===== src/rtl/ex_flag_branch.sv =====
// EX/MEM boundary stage: registers ALU result, holds N/Z/V flags, resolves branches.
// Latency: 1 cycle from an accepted EX instruction to the MEM register, flags and redirect.
// Backpressure: stall freezes all state; a taken branch squashes EX inputs for SQUASH_CYC unstalled cycles.
//
// Ports:
//   clk, rst           clock and synchronous active-high reset (rst wins over stall)
//   stall              freeze every register this cycle
//   ex_*, alu_*        EX-slot instruction, ALU control/result and raw ALU flags
//   br_cond, br_target branch condition code and resolved target PC
//   mem_*              registered MEM-slot outputs
//   flag_n/z/v         architectural flags
//   redirect(_pc)      fetch redirect request and target
//   flush_front        IF/ID squash while the redirect sequence runs
//   br_taken_cnt       saturating taken-branch counter, present only when
//                      EX_BR_PERF_CNT_EN is defined
module ex_flag_branch #(
    parameter int Nb         = 16,
    parameter int SQUASH_CYC = 2    // flush length after a taken branch, 1..7
) (
    input  logic          clk,
    input  logic          rst,
    input  logic          stall,
    input  logic          ex_valid,
    input  logic          ex_is_alu,
    input  logic [3:0]    alu_sigs,
    input  logic [Nb-1:0] alu_out,
    input  logic          alu_n,
    input  logic          alu_z,
    input  logic          alu_v,
    input  logic [3:0]    ex_rd,
    input  logic          ex_we,
    input  logic          ex_is_br,
    input  logic [2:0]    br_cond,
    input  logic [Nb-1:0] br_target,
    output logic          mem_valid,
    output logic [Nb-1:0] mem_data,
    output logic [3:0]    mem_rd,
    output logic          mem_we,
    output logic          flag_n,
    output logic          flag_z,
    output logic          flag_v,
    output logic          redirect,
    output logic [Nb-1:0] redirect_pc,
    output logic          flush_front
`ifdef EX_BR_PERF_CNT_EN
    ,
    output logic [15:0]   br_taken_cnt
`endif
);

    typedef enum logic {
        RUN    = 1'b0,
        SQUASH = 1'b1
    } state_t;

    localparam logic [2:0] SQ_INIT = 3'(SQUASH_CYC);

    state_t          state, state_nxt;
    logic [2:0]      cnt, cnt_nxt;
    logic            redirect_nxt;
    logic [Nb-1:0]   redirect_pc_nxt;

    logic            acc;
    logic            set_nv;
    logic            cond_met;
    logic            br_take;

    // s0 does not influence flag or branch behaviour at this stage.
    logic            unused_sig;
    assign unused_sig = alu_sigs[0];

    // Instructions seen while squashing are wrong-path and must have no effect.
    assign acc    = ex_valid & ~stall & (state == RUN);
    // Only ADD/SUB produce meaningful N and V.
    assign set_nv = ~alu_sigs[3] & alu_sigs[2] & ~alu_sigs[1];

    // Conditions read the flags as registered before this edge, so an ALU op
    // fused with a branch is evaluated against the previous result.
    always_comb begin
        cond_met = 1'b0;
        case (br_cond)
            3'b000:  cond_met = ~flag_z;
            3'b001:  cond_met = flag_z;
            3'b010:  cond_met = ~flag_z & ~flag_n;
            3'b011:  cond_met = flag_n;
            3'b100:  cond_met = flag_z | ~flag_n;
            3'b101:  cond_met = flag_n | flag_z;
            3'b110:  cond_met = flag_v;
            default: cond_met = 1'b1;
        endcase
    end

    assign br_take = acc & ex_is_br & cond_met;

    // Redirect FSM next-state logic.
    always_comb begin
        state_nxt       = state;
        cnt_nxt         = cnt;
        redirect_nxt    = redirect;
        redirect_pc_nxt = redirect_pc;
        case (state)
            RUN: begin
                if (br_take) begin
                    state_nxt       = SQUASH;
                    cnt_nxt         = SQ_INIT;
                    redirect_nxt    = 1'b1;
                    redirect_pc_nxt = br_target;
                end
            end
            SQUASH: begin
                if (!stall) begin
                    redirect_nxt = 1'b0;
                    // <= 1 rather than == 1 keeps cnt from ever wrapping.
                    if (cnt <= 3'd1) begin
                        state_nxt = RUN;
                        cnt_nxt   = 3'd0;
                    end else begin
                        cnt_nxt = cnt - 3'd1;
                    end
                end
            end
            default: begin
                state_nxt = RUN;
                cnt_nxt   = 3'd0;
            end
        endcase
    end

    always_ff @(posedge clk) begin
        if (rst) begin
            state       <= RUN;
            cnt         <= 3'd0;
            redirect    <= 1'b0;
            redirect_pc <= '0;
        end else begin
            state       <= state_nxt;
            cnt         <= cnt_nxt;
            redirect    <= redirect_nxt;
            redirect_pc <= redirect_pc_nxt;
        end
    end

    assign flush_front = (state == SQUASH);

    // MEM register; branches occupy no MEM slot.
    always_ff @(posedge clk) begin
        if (rst) begin
            mem_valid <= 1'b0;
            mem_data  <= '0;
            mem_rd    <= 4'd0;
            mem_we    <= 1'b0;
        end else if (!stall) begin
            mem_valid <= acc & ~ex_is_br;
            mem_data  <= alu_out;
            mem_rd    <= ex_rd;
            mem_we    <= acc & ~ex_is_br & ex_we;
        end
    end

    // Architectural flags: Z on every ALU op, N/V only on ADD/SUB.
    always_ff @(posedge clk) begin
        if (rst) begin
            flag_n <= 1'b0;
            flag_z <= 1'b0;
            flag_v <= 1'b0;
        end else if (acc & ex_is_alu) begin
            flag_z <= alu_z;
            if (set_nv) begin
                flag_n <= alu_n;
                flag_v <= alu_v;
            end
        end
    end

`ifdef EX_BR_PERF_CNT_EN
    // Saturating count of taken branches; br_take already excludes stalls.
    always_ff @(posedge clk) begin
        if (rst) begin
            br_taken_cnt <= 16'd0;
        end else if (br_take && (br_taken_cnt != 16'hFFFF)) begin
            br_taken_cnt <= br_taken_cnt + 16'd1;
        end
    end
`endif

endmodule

===== config.mk =====
export PLATFORM = sky130hd
export DESIGN_NAME = ex_flag_branch
export DESIGN_NICKNAME = d
export VERILOG_FILES = /design/src/rtl/ex_flag_branch.sv
export SDC_FILE = /design/constraint.sdc
export NUM_CORES = 1
export LEC_CHECK = 0
export ABC_AREA = 1
export CAP_MARGIN = 20
export CORE_MARGIN = 10
export CORE_UTILIZATION = 41
export DETAILED_ROUTE_END_ITERATION = 10
export MAX_ROUTING_LAYER = met4
export PLACE_DENSITY = 0.84
export SLEW_MARGIN = 15
export SYNTH_ARGS = -nofsm -noshare
export SYNTH_HDL_FRONTEND = slang
export SYNTH_SLANG_ARGS = --single-unit
export TNS_END_PERCENT = 50

===== constraint.sdc =====
create_clock -name clk -period 3.6 [get_ports clk]
set_input_delay 0.72 -clock clk [delete_from_list [all_inputs] [get_ports clk]]
set_output_delay 0.72 -clock clk [all_outputs]
set_load 0.02 [all_outputs]

# Yosys cells after proc, flatten, opt, wreduce, memory -nomap -nowiden
# Cells that the tools add are included.
[totals]
register_bits = 46
elab_cells = 56
output_inout_bits = 43
inputBits = 53
[op_classes]
addsub = 1
mux = 12
magnitude_cmp = 1
eq_ne = 8
n_bitwise = 19
n_reduce_logical = 4
[op_table]
columns = ["op", "count"]
rows = [
  ["$and 1x1->1", 10],
  ["$eq 3x3->1 const B", 3],
  ["$mux 3", 3],
  ["$not 1->1", 7],
  ["$pmux 1 s7", 1],
  ["$eq 3x2->1 const B", 2],
  ["$pmux 3 s2", 1],
  ["$reduce_and 2->1", 3],
  ["$mux 1", 5],
  ["$ne 2x2->1 const B", 2],
  ["$pmux 1 s2", 2],
  ["$eq 3x1->1 const B", 1],
  ["$le 3x1->1 const B", 1],
  ["$logic_not 3->1", 1],
  ["$sub 3x1->3 const B", 1],
  ["$or 1x1->1", 2],
]

# Depth between registers and ports, before layout
[depth]
depth_word = 7
depth_mapped = 9
mapped_depth_nobuf = 9

# Least setup slack after synthesis
# OpenSTA, ideal clock, no wires.
[synth_path]
path_kind = "input -> register"
startpoint = "in br_cond[1]"
endpoint = "reg redirect"
path_stages = 9
setup_slack_ps = 2088
n_path_buf = 1
t_arrival_ps = 1403
t_required_ps = 3490
setup_ps = 110
cell_sequence = "nor2_1 nand2_1 nand2_1 nand2_1 nand3_2 buf_2 o21ai_0 nand2_1 inv_1"
[synth_via]
elab_chain_cells = 5
word_cells_on_any_way = 11
classes_between = "eq/ne (7); mux (1); bitwise (1); reduce/logical (2)"
[synth_rtl]
columns = ["element", "line_no", "text"]
rows = [
  ["start: declaration", "33", "input logic [2:0] br_cond,"],
  ["$eq 3x3->1 (tied with other cells)", "81", "case (br_cond)"],
  ["$pmux 1 s7 (*)", "81", ""],
  ["$and 1x1->1 (*)", "93", "assign br_take = acc & ex_is_br & cond_met;"],
  ["$ne 2x2->1 (no source line) (*)", "-", ""],
  ["$reduce_and 2->1 (no source line) (*)", "-", ""],
  ["end signal: assignment", "138", "redirect <= redirect_nxt;"],
  ["end: declaration", "42", "output logic redirect,"],
]
# Every way passes the cells marked *; elsewhere a longest branch is shown, timed or not.
# A chain may end at the register's enable or synchronous reset.

# Worst setup path in the final report
[layout_path]
startpoint = "in stall"
endpoint = "reg redirect_pc[12]"
[layout_via]
elab_chain_cells = 6
[layout_rtl]
columns = ["element", "line_no", "text"]
rows = [
  ["start: declaration", "22", "input logic stall,"],
  ["$not 1->1", "73", "assign acc = ex_valid & ~stall & (state == RUN);"],
  ["$and 1x1->1 (2 in series)", "73", ""],
  ["$and 1x1->1 (2 in series)", "93", ""],
  ["$reduce_and 2->1 (no source line)", "-", ""],
  ["end signal: assignment", "139", "redirect_pc <= redirect_pc_nxt;"],
  ["end: declaration", "43", "output logic [Nb-1:0] redirect_pc,"],
]
# No other way between the ends.

==> flow_metrics.py <==
metrics = {
    "placed_design": {
        "place_congestion": 0.7709,
        "portBuffers": 94,
        "hpwl_um": 4063,
        "place_inst": 376,
    },
    "pwr": {
        "ir_drop_v": 0.0001774,
        "p_sw_uw": 285.6,
        "pwr-share-comb": 0.198,
        "leakage_nw": 1.135,
        "p_per_area_nw_per_um2": 385.7,
        "p_int_uw": 806.8,
        "seqPwrFrac": 0.504,
        "switching_share": 0.2614,
        "pwr-share-clk": 0.298,
    },
    "die": {
        "die-area_um2": 7358,
        "initial_core_util": 0.4342,
        "std_cell_rows": 23,
        "io_pins": 96,
        "die_h_um": 85.78,
        "die_w_um": 85.78,
        "core_area_um2": 4086,
    },
    "sta": {
        "final_max_slew_viol_count": 0,
        "tightest_slew_ns": 0.4593,
        "rsz0062_at_grt": "no",
        "hold_violations": 0,
        "fin_crit_sh": 0.6666,
        "fmax_ghz": 0.4167,
        "slew_headroom": 0.6934,
        "layout_min_cycle_time_ns": 2.400,
        "clock_skew_ns": 0.009149,
        "setup_violations": 0,
        "tns_ns": 0,
    },
    "status": {
        "status": "completed",
    },
    "clock_network": {
        "cts.repair.resized": 0,
        "cts.reportedPaths.clkPinSlew_ns": 0.08,
        "post-cts-setup-buffer-count": 0,
        "cts_made_buffers": 5,
        "cts.sinks": 46,
        "cts_root_buf": "clkbuf_8",
        "cts_tree": "yes",
        "clock_latency_ns": 0.30,
        "clockBufferDepth": 2,
        "holdBufCountCts": 0,
        "htreeDepth": 2,
    },
    "setup_path": {
        "startpoint_type": "primary input",
        "cp.arrival_ns": 2.64,
        "worstSetupPathType": "in -> reg",
        "cp.required_ns": 3.84,
        "worstPathMaxFanout": 22,
        "end_kind": "register",
    },
    "layout": {
        "final_cells": 384,
        "fin_nets": 388,
        "area_delta_synth_final_pct": 59.66,
        "drive_above_1_share": 0.03892,
        "diodes": 0,
    },
    "synth": {
        "synth_area_leaders": "dfxtp_1 52%, nor2_1 18%, o21ai_0 11%, nand2_1 4.9%, inv_1 3.0%",
        "synth_edf_count": 0,
        "ys.flop_type": "dfxtp_1",
        "ys_types": 18,
        "yosysWarnings": 0,
        "synth_top_area_share": 0.5190,
        "seq_area_frac_synth": 0.5190,
        "synth_area_um2": 1774,
        "ys_seq_elements": 46,
        "syn-num-nets": 296,
        "avgSynthCellArea_um2": 7.362,
        "syn_inst": 241,
        "synthArstFlopShare": 0,
        "synth_top_area_cell": "dfxtp_1",
    },
    "drt": {
        "drtPass1Iterations": 4,
        "ant_nets": 0,
        "viasPerCell": 4.708,
        "vias": 1808,
        "drc": 0,
        "wl_per_cell_um": 13.72,
        "initialDrtViolationCount": 77,
        "wl_um": 5268,
    },
    "hold_path": {
        "min_path_type": "reg -> reg",
    },
    "grt": {
        "grt_pass1_wl_um": 8466,
        "grt_use_total": 0.1456,
        "grt_pass1_vias": 1742,
        "antenna_found_initial": 0,
        "grt_overflow": 0,
        "grt_max_degree": 27,
    },
    "flow_run": {
        "maxCapViolations": 0,
    },
}
## critical path: stages
cell,delay [ns]
clkdlybuf4s50_1,0.43
inv_2,0.30
nand3_2,0.11
nor2_1,0.15
nand3_2,0.35
inv_2,0.38
nor2_1,0.08
nor2_1,0.11
## kinds of logic after synthesis
group | share of synthesized area
buffers and inverters | 0.06276
XOR/XNOR | 0.004937
AO/OA/AOI/OAI | 0.1425
adder cells (fa/ha/maj) | 0.01410
flip-flops | 0.5190
AND/OR/NAND/NOR | 0.2567
## layer usage
layer,vias up,track usage,part of all wire
met5,-,-,0
met4,0,0.05090,0.017
met2,58,0.2323,0.46
met1,795,0.1636,0.45
met3,9,0.05393,0.068
li1,946,-,-
## cells in the final DEF, fill, tap and decap left out, drive strengths merged
cell and count:
clkdlybuf4s50 94, nor2 84, dfxtp 46, o21ai 40
nand2 23, inv 16, a21oi 9, clkbuf 7
nand3 6, ha 2, buf 2, nand3b 1
o21bai 1, xor2 1, nand4 1, clkinv 1
## path summary, 6_finish.rpt
kind | start | end | slack, ns | cells past startpoint
worst max-delay path | stall | redirect_pc[12] | 1.20 | 8
worst min-delay path | mem_we | mem_we | 0.46 | 2
worst max register to register | flush_front | redirect_pc[12] | 1.92 | 7
worst min register to register | mem_we | mem_we | 0.46 | 2
## layout make-up
class                      count  area (µm²)
clock buffer                   7       86.33
inverter                      16       60.06
sequential                    46       920.9
timing repair buffer          96       955.9
fill                         347        1254
tap                           50       62.56
clock inverter                 1       5.005
multi-input combinational    168       742.0
## registers in the layout (all words and copies together), names as in the netlist
register / flops
redirect: 1
mem_data: 16
redirect_pc: 16
mem_rd: 4
flag_v: 1
flush_front: 1
flag_z: 1
mem_valid: 1
mem_we: 1
cnt: 3
flag_n: 1
## through the flow
step,area [µm²],setup slack (ns),utilization,power (mW),hold WS (ns)
after floorplan,1774,2.088,-,0.6583,0.4784
after global placement,2741,0.9062,0.6709,0.7750,0.4511
after detailed placement,2741,0.8821,0.6709,0.7808,0.4566
final,2833,1.200,0.6932,1.092,0.4637
after CTS,2833,1.206,0.6932,1.103,0.4686
after global routing,2833,0.9814,0.6932,1.148,0.5018
## cells in the mapped netlist (2+ instances only)
| library cell | number |
|---|---|
| a21oi_1 | 9 |
| ha_1 | 2 |
| inv_1 | 14 |
| nand2_1 | 23 |
| inv_2 | 2 |
| nand3_1 | 4 |
| dfxtp_1 | 46 |
| o21ai_0 | 40 |
| nand3_2 | 2 |
| clkbuf_1 | 8 |
| nor2_1 | 84 |
## power groups by stage
| stage | sequential, mW | clock, mW | combinational [mW] |
|---|---|---|---|
| finish | 0.551 | 0.326 | 0.216 |
| floorplan | 0.593 | 0 | 0.0649 |
| global route | 0.555 | 0.355 | 0.238 |
| global placement | 0.562 | 0 | 0.213 |
| CTS | 0.551 | 0.334 | 0.219 |
| detailed placement | 0.563 | 0 | 0.218 |
Power figures use the tool's default switching activity.
